$ cat config.mk
export PLATFORM = sky130hd
export DESIGN_NAME = linkspeed_sb_arbiter
export DESIGN_NICKNAME = d
export VERILOG_FILES = /design/src/rtl/linkspeed_sb_arbiter.sv
export SDC_FILE = /design/constraint.sdc
export NUM_CORES = 1
export LEC_CHECK = 0
export BUFFER_PORTS_ARGS = -buffer_cell sky130_fd_sc_hd__buf_2
export CORE_MARGIN = 2
export CORE_UTILIZATION = 57
export CTS_CLUSTER_SIZE = 10
export DETAILED_ROUTE_END_ITERATION = 10
export PLACE_DENSITY = 0.86
export SETUP_SLACK_MARGIN = 0.1
export SYNTH_ARGS = -nofsm -noshare
export SYNTH_HDL_FRONTEND = slang
export SYNTH_SLANG_ARGS = --single-unit
export TNS_END_PERCENT = 50
$ cat constraint.sdc
create_clock -name clk -period 2.4 [get_ports clk]
set_clock_uncertainty 0.15 [all_clocks]
set_input_delay 0.24 -clock clk [delete_from_list [all_inputs] [get_ports clk]]
set_output_delay 0.24 -clock clk [all_outputs]
set_load 0.05 [all_outputs]
$ cat src/rtl/linkspeed_sb_arbiter.sv
// linkspeed_sb_arbiter
// Shares the single sideband transmit port between the LINKSPEED TX-side and
// RX-side request FSMs. Each requester owns a one-deep holding buffer; pending
// buffers are granted round-robin, each grant produces a single o_valid pulse,
// and the grant is retired on the sideband busy falling edge or by a timeout.

module linkspeed_sb_arbiter #(
  parameter int unsigned            MSG_W     = 4,
  parameter int unsigned            TIMEOUT_W = 16,
  parameter logic [TIMEOUT_W-1:0]   TIMEOUT   = 16'd4000
) (
  input  logic             clk,
  input  logic             rst,
  input  logic             i_en,
  input  logic             i_tx_valid,
  input  logic [MSG_W-1:0] i_tx_msg,
  input  logic             i_rx_valid,
  input  logic [MSG_W-1:0] i_rx_msg,
  input  logic             i_busy,
  input  logic             i_falling_edge_busy,
  output logic             o_valid,
  output logic [MSG_W-1:0] o_sideband_message,
  output logic             o_tx_done,
  output logic             o_rx_done,
  output logic             o_tx_pending,
  output logic             o_rx_pending,
  output logic             o_drop_err,
  output logic             o_timeout_err
);

  // Requester identifiers used by the select and round-robin registers.
  localparam logic REQ_TX = 1'b0;
  localparam logic REQ_RX = 1'b1;

  // Counter constants kept at the counter width so comparisons stay exact.
  localparam logic [TIMEOUT_W-1:0] CNT_ONE  = {{(TIMEOUT_W-1){1'b0}}, 1'b1};
  localparam logic [TIMEOUT_W-1:0] CNT_MAX  = {TIMEOUT_W{1'b1}};
  localparam logic [TIMEOUT_W-1:0] CNT_LAST = TIMEOUT - CNT_ONE;

  typedef enum logic [1:0] {
    IDLE      = 2'd0,
    ISSUE     = 2'd1,
    WAIT_BUSY = 2'd2
  } state_t;

  state_t               state_q, state_d;
  logic                 sel_q, sel_d;
  logic                 rr_q, rr_d;
  logic [TIMEOUT_W-1:0] cnt_q, cnt_d;
  logic [MSG_W-1:0]     msg_q, msg_d;

  logic [MSG_W-1:0]     tx_buf_q, tx_buf_d;
  logic [MSG_W-1:0]     rx_buf_q, rx_buf_d;
  logic                 tx_pend_q, tx_pend_d;
  logic                 rx_pend_q, rx_pend_d;

  logic                 tx_done_q, tx_done_d;
  logic                 rx_done_q, rx_done_d;
  logic                 drop_q, drop_d;
  logic                 terr_q, terr_d;

  // Buffer release requests from the FSM; they let a same-cycle strobe refill.
  logic                 tx_free;
  logic                 rx_free;

  // Grant selection, counter and completion tracking for the current grant.
  always_comb begin
    state_d   = state_q;
    sel_d     = sel_q;
    rr_d      = rr_q;
    cnt_d     = cnt_q;
    msg_d     = msg_q;
    tx_done_d = 1'b0;
    rx_done_d = 1'b0;
    terr_d    = terr_q;
    tx_free   = 1'b0;
    rx_free   = 1'b0;

    if (!i_en) begin
      state_d = IDLE;
      rr_d    = REQ_TX;
      cnt_d   = '0;
      msg_d   = '0;
      terr_d  = 1'b0;
    end else begin
      case (state_q)
        IDLE: begin
          if ((tx_pend_q || rx_pend_q) && !i_busy) begin
            if (tx_pend_q && !rx_pend_q) begin
              sel_d = REQ_TX;
            end else if (rx_pend_q && !tx_pend_q) begin
              sel_d = REQ_RX;
            end else begin
              sel_d = rr_q;
            end
            msg_d   = (sel_d == REQ_TX) ? tx_buf_q : rx_buf_q;
            state_d = ISSUE;
          end
        end

        ISSUE: begin
          cnt_d   = '0;
          state_d = WAIT_BUSY;
        end

        WAIT_BUSY: begin
          if (cnt_q != CNT_MAX) begin
            cnt_d = cnt_q + CNT_ONE;
          end
          if (i_falling_edge_busy) begin
            tx_free   = (sel_q == REQ_TX);
            rx_free   = (sel_q == REQ_RX);
            tx_done_d = (sel_q == REQ_TX);
            rx_done_d = (sel_q == REQ_RX);
            rr_d      = ~sel_q;
            state_d   = IDLE;
          end else if (cnt_q == CNT_LAST) begin
            tx_free = (sel_q == REQ_TX);
            rx_free = (sel_q == REQ_RX);
            terr_d  = 1'b1;
            rr_d    = ~rr_q;
            state_d = IDLE;
          end
        end

        default: begin
          state_d = IDLE;
        end
      endcase
    end
  end

  // Holding buffers: capture strobes, refill on same-cycle release, flag drops.
  always_comb begin
    tx_buf_d  = tx_buf_q;
    rx_buf_d  = rx_buf_q;
    tx_pend_d = tx_pend_q;
    rx_pend_d = rx_pend_q;
    drop_d    = drop_q;

    if (!i_en) begin
      tx_buf_d  = '0;
      rx_buf_d  = '0;
      tx_pend_d = 1'b0;
      rx_pend_d = 1'b0;
      drop_d    = 1'b0;
    end else begin
      if (i_tx_valid) begin
        if (!tx_pend_q || tx_free) begin
          tx_buf_d  = i_tx_msg;
          tx_pend_d = 1'b1;
        end else begin
          drop_d = 1'b1;
        end
      end else if (tx_free) begin
        tx_pend_d = 1'b0;
      end

      if (i_rx_valid) begin
        if (!rx_pend_q || rx_free) begin
          rx_buf_d  = i_rx_msg;
          rx_pend_d = 1'b1;
        end else begin
          drop_d = 1'b1;
        end
      end else if (rx_free) begin
        rx_pend_d = 1'b0;
      end
    end
  end

  // State and datapath registers with asynchronous reset to the idle, empty state.
  always_ff @(posedge clk or posedge rst) begin
    if (rst) begin
      state_q   <= IDLE;
      sel_q     <= REQ_TX;
      rr_q      <= REQ_TX;
      cnt_q     <= '0;
      msg_q     <= '0;
      tx_buf_q  <= '0;
      rx_buf_q  <= '0;
      tx_pend_q <= 1'b0;
      rx_pend_q <= 1'b0;
      tx_done_q <= 1'b0;
      rx_done_q <= 1'b0;
      drop_q    <= 1'b0;
      terr_q    <= 1'b0;
    end else begin
      state_q   <= state_d;
      sel_q     <= sel_d;
      rr_q      <= rr_d;
      cnt_q     <= cnt_d;
      msg_q     <= msg_d;
      tx_buf_q  <= tx_buf_d;
      rx_buf_q  <= rx_buf_d;
      tx_pend_q <= tx_pend_d;
      rx_pend_q <= rx_pend_d;
      tx_done_q <= tx_done_d;
      rx_done_q <= rx_done_d;
      drop_q    <= drop_d;
      terr_q    <= terr_d;
    end
  end

  assign o_valid            = (state_q == ISSUE);
  assign o_sideband_message = msg_q;
  assign o_tx_done          = tx_done_q;
  assign o_rx_done          = rx_done_q;
  assign o_tx_pending       = tx_pend_q;
  assign o_rx_pending       = rx_pend_q;
  assign o_drop_err         = drop_q;
  assign o_timeout_err      = terr_q;

endmodule
== After elaboration in Yosys (flattened, before gate mapping) ==
Index checks and enable logic that the tools add are counted.
Storage, ports and cells
  register bits: 38
  bits of input ports: 15
  output and inout port bits: 11
  logic and storage cells: 116
Operators by class
  add/sub/neg operators: 1
  equal/unequal tests: 22
  mux-type cells: 58
  bitwise operators: 2
  reduce and logical (&&, ||, !) cells: 20
Operators with widths (count)
  $mux 1: 40
  $mux 4: 10
  $mux 16: 2
  $pmux 16 s2: 1
  $add 16x1->16 const B: 1
  $eq 16x12->1 const B: 1
  $ne 16x16->1 const B: 1
  $ne 2x1->1 const B: 8
  $reduce_and 2->1: 8
  $ne 3x1->1 const B: 4
  $mux 2: 4
  $ne 3x2->1 const B: 2
  $ne 3x3->1 const B: 2
  $pmux 2 s3: 1
  $reduce_and 3->1: 2
  $ne 4x4->1 const B: 1
  $logic_and 1x1->1: 3
  $logic_not 1->1: 3
  $logic_or 1x1->1: 3
  $eq 2x1->1 const B: 1
  $eq 2x2->1 const B: 1
  $logic_not 2->1: 1
  $ne 2x2->1 const B: 1
  $not 1->1: 2

== Logic depth before layout (Yosys ltp) ==
  depth in word-level cells: 11
  gate-level depth with buffers: 6
  depth with buffers taken out: 5

== Least setup slack after synthesis ==
OpenSTA, ideal clock, no wires.
  path type: register to register
  start point: register tx_pend_q (netlist: o_tx_pending)
  end point: register sel_q
  library setup time: 0.125 ns
  arrival time: 1.874 ns
  required time: 2.125 ns
  slack: 0.251 ns
  cell stages (with the launch flop): 5
  path buffers: 0
  period minus slack after synthesis: 2.149 ns
  cell sequence: dfrtp_1 > inv_1 > a2111oi_4 > and2_1 > mux2_2
On the way
  word-level cells in the longest chain between the ends: 7
  elaborated cells on any way between the ends: 11
  those cells by class: 5 x mux; 6 x reduce/logical
Ends and longest elaborated chain
  from (decl): line 54  | logic tx_pend_q, tx_pend_d;
  from (signal assigned): line 196  | tx_pend_q <= tx_pend_d;
  $logic_not 1->1: line 91  | end else if (rx_pend_q && !tx_pend_q) begin
  $logic_and 1x1->1: line 91
  $mux 1: line 91
  $mux 1: line 89  | if (tx_pend_q && !rx_pend_q) begin
  $mux 1: line 88  | if ((tx_pend_q || rx_pend_q) && !i_busy) begin
  $mux 1: line 86  | case (state_q)
  $mux 1: line 79  | if (!i_en) begin
  to (signal assigned): line 190  | sel_q <= sel_d;
  to (decl): line 47  | logic sel_q, sel_d;
Several ways; a longest one is shown, not always the timed one. The select of a mux whose other input is x is not followed.
A chain may end at the register's enable or synchronous reset.

== Final worst setup path ==
  start point: register cnt_q[0]
  end point: register cnt_q[10]
On the way
  word-level cells in the longest chain between the ends: 4
  elaborated cells on any way between the ends: 7
  those cells by class: 1 x add/sub; 2 x eq/ne; 3 x mux; 1 x reduce/logical
Ends and longest elaborated chain
  from (decl): line 49  | logic [TIMEOUT_W-1:0] cnt_q, cnt_d;
  from (signal assigned): line 192  | cnt_q <= cnt_d;
  $add 16x1->16: line 108  | cnt_d = cnt_q + CNT_ONE;
  $mux 16: line 107  | if (cnt_q != CNT_MAX) begin
  $pmux 16 s2: line 86
  $mux 16: line 79
Several ways; a longest one is shown, not always the timed one. The select of a mux whose other input is x is not followed.

==> out/metrics.cfg <==
[outcome]
status=completed

[floorplan]
dieArea_um2=4129
die_h_um=64.26
rows=21
start_util=0.6059
pin_count=26
core_area_um2=3416
die_w_um=64.26

[synthesis]
async_reset_ff_frac=1.000
syn_area_per_cell_um2=9.855
synth_top_area_frac=0.4595
synthCells=210
synth_edf_count=0
synth_area_leaders=dfrtp_1, mux2i_1, nand2_1, a21oi_1, or4_1
seq_area_frac_synth=0.4595
netlist_area_um2=2069
ys_ff_latch=38
synthDistinctLibCells=48
yosys.area.top_type=dfrtp_1
synthesis.nets=226
synth_flop_cell=dfrtp_1
ys.warnings.count=0

[clocking]
ctsRootBufferMaster=clkbuf_4
clock_latency_ns=0.37
cts.clk_slew.worst_paths_ns=0.13
cts_buffers=5
clock-sinks=38
cts_max_path_buffers=2
cts_tree=done
cts.htree.levels=2

[worst_setup_path]
crit_type=register to register
cp.arrival_ns=2.31
crit_path_start_kind=register
crit_fanout=9
rrSetupSlack_ns=0.24
end_kind=register
reg2regPathDepth=5
r2r_end=cnt_q[10]
worst_ep_required_time_ns=2.55
reg2reg_from=cnt_q[0]

[flow_run]
max-cap-violations=0

[pwr]
power.density_nw_per_um2=553.3
swShare=0.2762
p_sw_mw=0.3747
p_int_mw=0.9816
combPwrFrac=0.152
vdd_drop_max_mv=0.3602
seqPwrFrac=0.510
p_leak_nw=1.105
pwr-share-clk=0.338

[timing]
period_needed_ns=2.161
slew_headroom=0.5682
worst_slack_ns=0.2394
hold_violations=0
setup_viol=0
fin_setup_tns_ns=0
max_freq_ghz=0.4628
period_share=0.9002
worstMarginPinSlew_ns=0.6477
rsz0062_at_grt=yes
drv_slew=0

[min_path]
hold_path_end=o_tx_pending
min-delay-start=i_tx_valid
min-delay-path-class=primary input to register
whs_path_depth=2

[routing]
num_vias=1859
post_drt_wl_per_cell_um=16.89
wl_um=4982
via_per_inst=6.302
dr.pass1.iters=4
postRouteAntennaNets=0
dr.first_iter.drc_count=150
drcViolationCount=0

[grt]
gr-usage-met3=0.07042
grt_max_degree=39
gr-usage-met1=0.3264
grt_pass1_wl_um=8342
antenna_found_initial=0
gr-usage-met2=0.4401
grtUsageTotal=0.2671
overflow=0
grt_pass1_vias=1790
busiest_layer=met2

[placement]
placed_area_um2=2267
port_buffers=25
gp_congestion=0.8783
dp_slack_ns=0.2860
place_hpwl_um=3487

[final_layout]
syn2layout_area_growth_pct=18.44
antenna_cells=0
fin_nets=265
drive_above_1_share=0.1968
postLayoutCellArea_um2=2451

[registers in the layout, summed over array words and instances (netlist names), 2 cells and up]
signal              cells
state_q                 2
rx_buf_q                4
tx_buf_q                4
o_sideband_message      4
cnt_q                  16
[metal layers]
metal	vias to the layer above	routed length, um
met3	14	312
met4	0	142
met2	71	2449
met5	-	0
li1	877	-
met1	897	2078
[cells by family (layout without fill, tap and decap cells)]
family,count (synthesis),count (layout),share of synthesized area
mux,16,16,0.07799
simple gates,86,86,0.2291
flops,38,38,0.4595
fa+ha+maj,2,2,0.01088
compound gates,50,50,0.1880
buf+inv,18,57,0.03446
[Yosys cell counts, types with 6 or more instances]
library cell and n:
or4_1 7, nor2_1 11, mux2i_1 15, dfrtp_1 38
a21oi_1 11, nand2_1 29, clkbuf_1 7, or3_1 6
nand4_1 7, inv_1 7
[cells in the final DEF (no fill, tap or decap), drive strengths merged, types with 3 or more instances in the layout]
| cell | Yosys | layout |
|---|---|---|
| dfrtp | 38 | 38 |
| mux2i | 15 | 15 |
| or3 | 6 | 6 |
| and4 | 3 | 3 |
| nand3 | 3 | 3 |
| o21ai | 8 | 8 |
| nor2 | 11 | 11 |
| nand4 | 7 | 7 |
| or4 | 8 | 8 |
| buf | 4 | 33 |
| nor3 | 5 | 5 |
| nand2 | 29 | 29 |
| o41ai | 5 | 5 |
| dlygate4sd3 | 0 | 10 |
| a211oi | 4 | 4 |
| inv | 7 | 7 |
| nor2b | 3 | 3 |
| clkbuf | 7 | 6 |
| nand2b | 3 | 3 |
| o211ai | 5 | 5 |
| a21oi | 11 | 11 |
| o31ai | 5 | 5 |
[cell type report]
| cell class | count | area [um^2] |
|---|---|---|
| Inverter | 7 | 26.28 |
| Clock inverter | 1 | 30.03 |
| Fill cell | 235 | 964.7 |
| Clock buffer | 6 | 51.30 |
| Timing Repair Buffer | 43 | 285.3 |
| Multi-Input combinational cell | 154 | 1050 |
| Sequential cell | 38 | 950.9 |
| Tap cell | 46 | 57.56 |
[stage by stage]
step	util	hold WS (ns)	instances	total power, mW
3_5_place_dp	0.6637	0.2243	278	0.8958
4_1_cts	0.7169	0.03336	295	1.355
6_report	0.7176	0.03690	295	1.356
2_1_floorplan	-	0.2207	210	0.8368
3_3_place_gp	0.6637	0.2284	278	0.8887
5_1_grt	0.7176	0.04012	295	1.404
[repair_timing]
item                                    CTS  global route
endpoints found under the hold margin    47             0
buffers inserted                          0             0
endpoints found under the setup margin    0             4
hold buffers                             10             0
resized for setup                         0             1
[critical path, cell delays in order (launching register included)]
cell,delay [ns]
dfrtp_1,0.45
ha_1,0.22
nand3_2,0.22
or4_1,0.59
or4_1,0.40
o21ai_1,0.09
[power groups by stage]
stage	combinational (mW)	sequential [mW]	clock, mW
2_1_floorplan	0.107	0.729	0
3_3_place_gp	0.187	0.702	0
3_5_place_dp	0.192	0.704	0
4_1_cts	0.205	0.691	0.459
5_1_grt	0.223	0.695	0.485
6_report	0.206	0.692	0.458
[worst max path at each step]
stage	from	cells past startpoint	to	slack, ns
finish	cnt_q[0]	5	cnt_q[10]	0.24
floorplan	o_tx_pending	4	sel_q	0.25
global placement	cnt_q[0]	5	cnt_q[10]	0.35
global route	cnt_q[0]	5	cnt_q[10]	0.09
detailed placement	cnt_q[0]	5	cnt_q[10]	0.29
CTS	cnt_q[0]	5	cnt_q[12]	0.26
Note: power is estimated with default switching activity, not from simulation.
